<file path="config.mk">
export PLATFORM = sky130hd
export DESIGN_NAME = exp2_pipe
export DESIGN_NICKNAME = d
export VERILOG_FILES = /design/src/rtl/exp2_pipe.sv
export SDC_FILE = /design/constraint.sdc
export NUM_CORES = 1
export LEC_CHECK = 0
export CORE_ASPECT_RATIO = 0.6
export CORE_MARGIN = 2
export CORE_UTILIZATION = 40
export DETAILED_ROUTE_END_ITERATION = 12
export DONT_BUFFER_PORTS = 1
export MAX_ROUTING_LAYER = met4
export PLACE_DENSITY = 0.53
export SYNTH_ARGS = -nofsm -noshare
export SYNTH_HDL_FRONTEND = slang
export SYNTH_SLANG_ARGS = --single-unit
</file>
<file path="constraint.sdc">
create_clock -name clk -period 5.6 [get_ports clk]
set_input_delay 0 -clock clk [delete_from_list [all_inputs] [get_ports clk]]
set_output_delay 0 -clock clk [all_outputs]
set_load 0.01 [all_outputs]
</file>
<file path="src/rtl/exp2_pipe.sv">
`default_nettype none
`timescale 1ns/1ps
// ============================================================================
// exp2_pipe : two-stage valid/ready pipeline producing +/-2^x in signed Q(W-Q).Q
//             Optional saturation on overflow enabled by macro EXP2_SAT_EN.
// Revision  : 1.0 - initial release
// ============================================================================
module exp2_pipe #(
    parameter int W = 64,
    parameter int Q = 16
) (
    input  logic         clk,
    input  logic         rst_n,
    input  logic         in_valid,
    output logic         in_ready,
    input  logic [W-1:0] exponent,
    input  logic         result_sign,
    output logic         out_valid,
    input  logic         out_ready,
    output logic [W-1:0] result,
    output logic         ovf
);

    // Right shifts of Q+1 or more leave nothing of the (Q+1)-bit mantissa.
    localparam logic [W-1:0] C_ZERO_LIM = W'(Q + 1);

    logic                en;

    logic signed [W-1:0] i1_d;
    logic        [Q:0]   mant1_d;
    logic signed [W-1:0] i1_q;
    logic        [Q:0]   mant1_q;
    logic                sign1_q;
    logic                v1_q;

    logic        [W-1:0] mant_ext;
    logic        [W-1:0] neg_amt;
    logic        [W-1:0] mag_d;
    logic        [W-1:0] result_d;
    logic        [W-1:0] result_q;
    logic                out_valid_q;

    assign en       = !out_valid_q || out_ready;
    assign in_ready = en;

    // Integer part by floor; fraction becomes the linear mantissa 1.f in [1,2).
    assign i1_d    = $signed(exponent) >>> Q;
    assign mant1_d = {1'b1, exponent[Q-1:0]};

    always_ff @(posedge clk) begin
        if (!rst_n) begin
            v1_q    <= 1'b0;
            i1_q    <= '0;
            mant1_q <= '0;
            sign1_q <= 1'b0;
        end else if (en) begin
            v1_q    <= in_valid;
            i1_q    <= i1_d;
            mant1_q <= mant1_d;
            sign1_q <= result_sign;
        end
    end

    assign mant_ext = {{(W-Q-1){1'b0}}, mant1_q};
    assign neg_amt  = -i1_q;

`ifdef EXP2_SAT_EN
    localparam logic [W-1:0] C_OVF_LIM = W'(W - Q - 1);
    logic ovf_d;
    logic ovf_q;

    always_comb begin
        mag_d = '0;
        ovf_d = 1'b0;
        if (!i1_q[W-1]) begin
            if ($unsigned(i1_q) >= C_OVF_LIM) begin
                mag_d = {1'b0, {(W-1){1'b1}}};
                ovf_d = 1'b1;
            end else begin
                mag_d = mant_ext << i1_q;
            end
        end else if (neg_amt < C_ZERO_LIM) begin
            mag_d = mant_ext >> neg_amt;
        end
    end
`else
    // Wrapping mode: shift amounts of W or more naturally yield zero.
    always_comb begin
        mag_d = '0;
        if (!i1_q[W-1]) begin
            mag_d = mant_ext << i1_q;
        end else if (neg_amt < C_ZERO_LIM) begin
            mag_d = mant_ext >> neg_amt;
        end
    end
`endif

    assign result_d = sign1_q ? -mag_d : mag_d;

    always_ff @(posedge clk) begin
        if (!rst_n) begin
            out_valid_q <= 1'b0;
            result_q    <= '0;
        end else if (en) begin
            out_valid_q <= v1_q;
            result_q    <= result_d;
        end
    end

`ifdef EXP2_SAT_EN
    always_ff @(posedge clk) begin
        if (!rst_n) begin
            ovf_q <= 1'b0;
        end else if (en) begin
            ovf_q <= ovf_d;
        end
    end
    assign ovf = ovf_q;
`else
    assign ovf = 1'b0;
`endif

    assign out_valid = out_valid_q;
    assign result    = result_q;

endmodule
`default_nettype wire

</file>
==> impl_metrics.tcl <==
set metrics [dict create \
    mostFrequentLayoutCells "sky130_fd_sc_hd__nand2_1, sky130_fd_sc_hd__a21oi_1, sky130_fd_sc_hd__nor2_1, sky130_fd_sc_hd__dfxtp_1, sky130_fd_sc_hd__o21ai_0" \
    p_int_mw 2.027 \
    leakage_nw 5.228 \
    layout-drive-gt1-share 0.1306 \
    asyncSetResetFlopFracSynth 0 \
    worst_pin_slew_ns 1.204 \
    hold_path_end "result[51]" \
    die-width_um 228.8 \
    kind_of_cell_with_the_highest_combined_delay_on_the_critical_path "simple AND/OR/NAND/NOR gates" \
    worstPathMaxFanout 13 \
    finalWirelength_mm 52.55 \
    detail_route.first_pass.iterations 5 \
    cts.reportedPaths.clkPinSlew_ns 0.07 \
    outcome "finished, final reports clean" \
    start_kind "flop" \
    clkPwrFrac 0.396 \
    grt_pass1_vias 12340 \
    slew_headroom 0.1945 \
    required_ns 5.92 \
    route.detailed.vias_per_inst 6.515 \
    final_count_of_pins_violating_max_slew 0 \
    min_delay_path_depth 5 \
    crit_buf_inv 1 \
    holdWs_ns 0.01705 \
    post-route-util 0.4673 \
    worstSetupPathDepth 17 \
    max_cap_viols 0 \
    design_area_sq_mm 0.01395 \
    cts-buffers-inserted 17 \
    syn2layout_area_growth_pct 15.08 \
    ff2ff_setup_slack_ns 0.19 \
    detailed_routed_wire_length_on_met2_mm 18.78 \
    average_cell_area_after_synthesis_sq_um 7.256 \
    yosysUniqueCellTypes 103 \
    critical_path.cell_chain "or4_4 > or4_1 > o31a_1 > o22ai_2 > a2111oi_4 > and4b_1 > a41o_1 > and2_1 > inv_2 > ha_1 > o211ai_1 > or2_2 > nor4bb_1 > o21ai_0 > o41ai_1 > xnor2_1 > a21oi_1" \
    unrepaired_setup_endpoints_after_global_routing "no" \
    setup_violations 0 \
    fp.dieArea_sq_mm 0.03176 \
    timing.fmax_mhz 184.9 \
    grt_first_pass_wirelength_mm 79.13 \
    critical_path.reg2reg.endpoint "result[60]" \
    grt_max_degree 85 \
    fp.dieH_um 138.9 \
    placement.setup.worst_slack_ns 0.3144 \
    gp_routability_congestion 1.026 \
    leading_cell_type_in_the_layout_fill_and_taps_excluded "sky130_fd_sc_hd__nand2_1" \
    n_antenna_cell 0 \
    dr.max_layer_used "met4" \
    cts_root_buffer "sky130_fd_sc_hd__clkbuf_16" \
    placed_cell_area_sq_mm 0.01262 \
    clock_h_tree_levels 4 \
    m1WireLength_mm 25.65 \
    numPortBuffers 0 \
    setup_slack_ns 0.1929 \
    nNetsFinal 1766 \
    grt_overflow 0 \
    clock_skew_ns 0.01563 \
    tritoncts "built" \
    drt_initial_violations 1851 \
    share_comb_of_total_power 0.267 \
    synth-seq-area-share 0.2180 \
    clockBufferDepth 2 \
    sw_frac_of_total 0.3505 \
    power_per_cell_area_mw_per_mm2 223.7 \
    mappedNetlistArea_sq_mm 0.01212 \
    net-switching-power_mw 1.094 \
    cp.arrival_ns 5.73 \
    routed_wirelength_normalized_by_instance_count_um 24.83 \
    crit_path_end_kind "flop" \
    gr-usage-all-layers 0.3348 \
    dp_hpwl_mm 39.54 \
    final_period_utilization 0.9656 \
    clock_insertion_delay_worst_skew_ns 0.46 \
    crit_type "flop to flop" \
    ys.flop_type "sky130_fd_sc_hd__dfxtp_1" \
    fin_tns_setup_ns 0 \
    synth_edf_count 0 \
    worst_r2r_startpoint "i1_q[18]" \
    seq_power_share 0.337 \
    min_delay_startpoint "rst_n" \
    standard_cell_row_count 49 \
    timing.critical_path.slowest_stage_cell "sky130_fd_sc_hd__or4_4" \
    remaining_drc_errors 0 \
    route.vias.total 13790 \
    final_number_of_hold_violating_endpoints 0 \
    clock_sinks 132 \
    period_needed_ns 5.407 \
    crit_path_max_incr_delay_ns 0.67 \
    yosys_warnings 0 \
    depth_of_the_worst_register_to_register_path 17 \
    initial_antenna_violation_count 0 \
    postSynthNetCount 1742 \
    postRouteAntennaNets 0 \
    io_pins 136 \
    max-vdd-ir-drop_mv 0.1806 \
    starting_density_of_the_core 0.4061 \
    hold_path_class "primary input to flop" \
    ys_seq_elements 132 \
    synthCells 1671 \
    placeableCoreArea_sq_mm 0.02986 \
    met3RoutedLength_mm 7.760 \
]
-- worst reg2reg max path, delay by kind of cell (launching register included) --
family / cells / cell delay (ns)
xor gates and xnor gates: 1 / 0.18
AOI/OAI and AO/OA: 8 / 1.82
and+or+nand+nor: 6 / 2.58
adders and majority gates: 1 / 0.22
DFF: 1 / 0.40
buffers and inverters: 1 / 0.06
-- stage by stage --
stage | power (mW) | std cells
2_1_floorplan | 1.565 | 1671
3_3_place_gp | 1.823 | 2014
3_5_place_dp | 1.823 | 2014
4_1_cts | 3.100 | 2115
5_1_grt | 3.233 | 2116
6_report | 3.121 | 2116
-- power groups by stage --
stage	registers (mW)	clock network (mW)	logic [mW]
finish	1.05	1.23	0.834
global route	1.06	1.30	0.879
CTS	1.05	1.25	0.797
detailed placement	1.07	0	0.753
global placement	1.07	0	0.754
floorplan	1.02	0	0.542
-- sequential cells by signal (all words and copies together) (netlist names) --
signal     count
v1_q           1
out_valid      1
i1_q          48
sign1_q        1
mant1_q       17
result        64
-- worst max path at each step --
stage	endpoint	slack, ns	startpoint
after floorplan	result[62]	0.29	i1_q[0]
after global placement	result[58]	0.43	i1_q[18]
after detailed placement	result[54]	0.31	i1_q[18]
after CTS	result[54]	0.28	i1_q[18]
after global routing	result[54]	0.007	i1_q[0]
final	result[60]	0.19	i1_q[18]
-- cells in the mapped netlist, drive strengths merged (25+ instances only) --
cell type / count / area (sq um)
xor2: 28 / 245.2
nand3: 44 / 220.2
a31oi: 31 / 193.9
mux4: 34 / 765.7
nor3: 57 / 306.5
nor4: 40 / 290.3
dfxtp: 132 / 2643
o21ai: 100 / 500.5
a21oi: 161 / 805.8
nand2: 275 / 1032
clkbuf: 107 / 401.6
xnor2: 25 / 219.0
buf: 36 / 209.0
nor2: 145 / 544.3
mux2i: 33 / 330.3
-- logic make-up (layout without fill, tap and decap cells) --
logic type,count (synthesis),count (layout),share of synthesized area
AO/OA/AOI/OAI,493,493,0.2703
XOR/XNOR,53,53,0.03829
adder cells (fa/ha/maj),2,2,0.002064
buffers and inverters,162,199,0.05624
flip-flops,132,132,0.2180
multiplexers,91,91,0.1127
other,1,1,0.0003093
AND/OR/NAND/NOR,737,737,0.3022
-- metal layers --
layer	GRT usage	vias to the layer above
met5	-	-
met4	0.05022	0
met3	0.1219	37
met2	0.3956	900
met1	0.5233	6573
li1	-	6276
-- area by class of cell --
cell class	instances	area (sq um)
clock buffers	21	480.5
flip-flops and latches	132	2648
inverters	19	73.82
clock inverters	11	148.9
well taps	408	510.5
fillers	3115	15910
multi-input cells	1377	8807
repair buffers	148	1284
-- what timing repair did --
item,in CTS,in global routing
resized for setup,0,0
hold buffers,69,0
setup endpoints to repair,0,1
hold endpoints to repair,103,0
buffers inserted,0,1
Power figures use the tool's default switching activity.
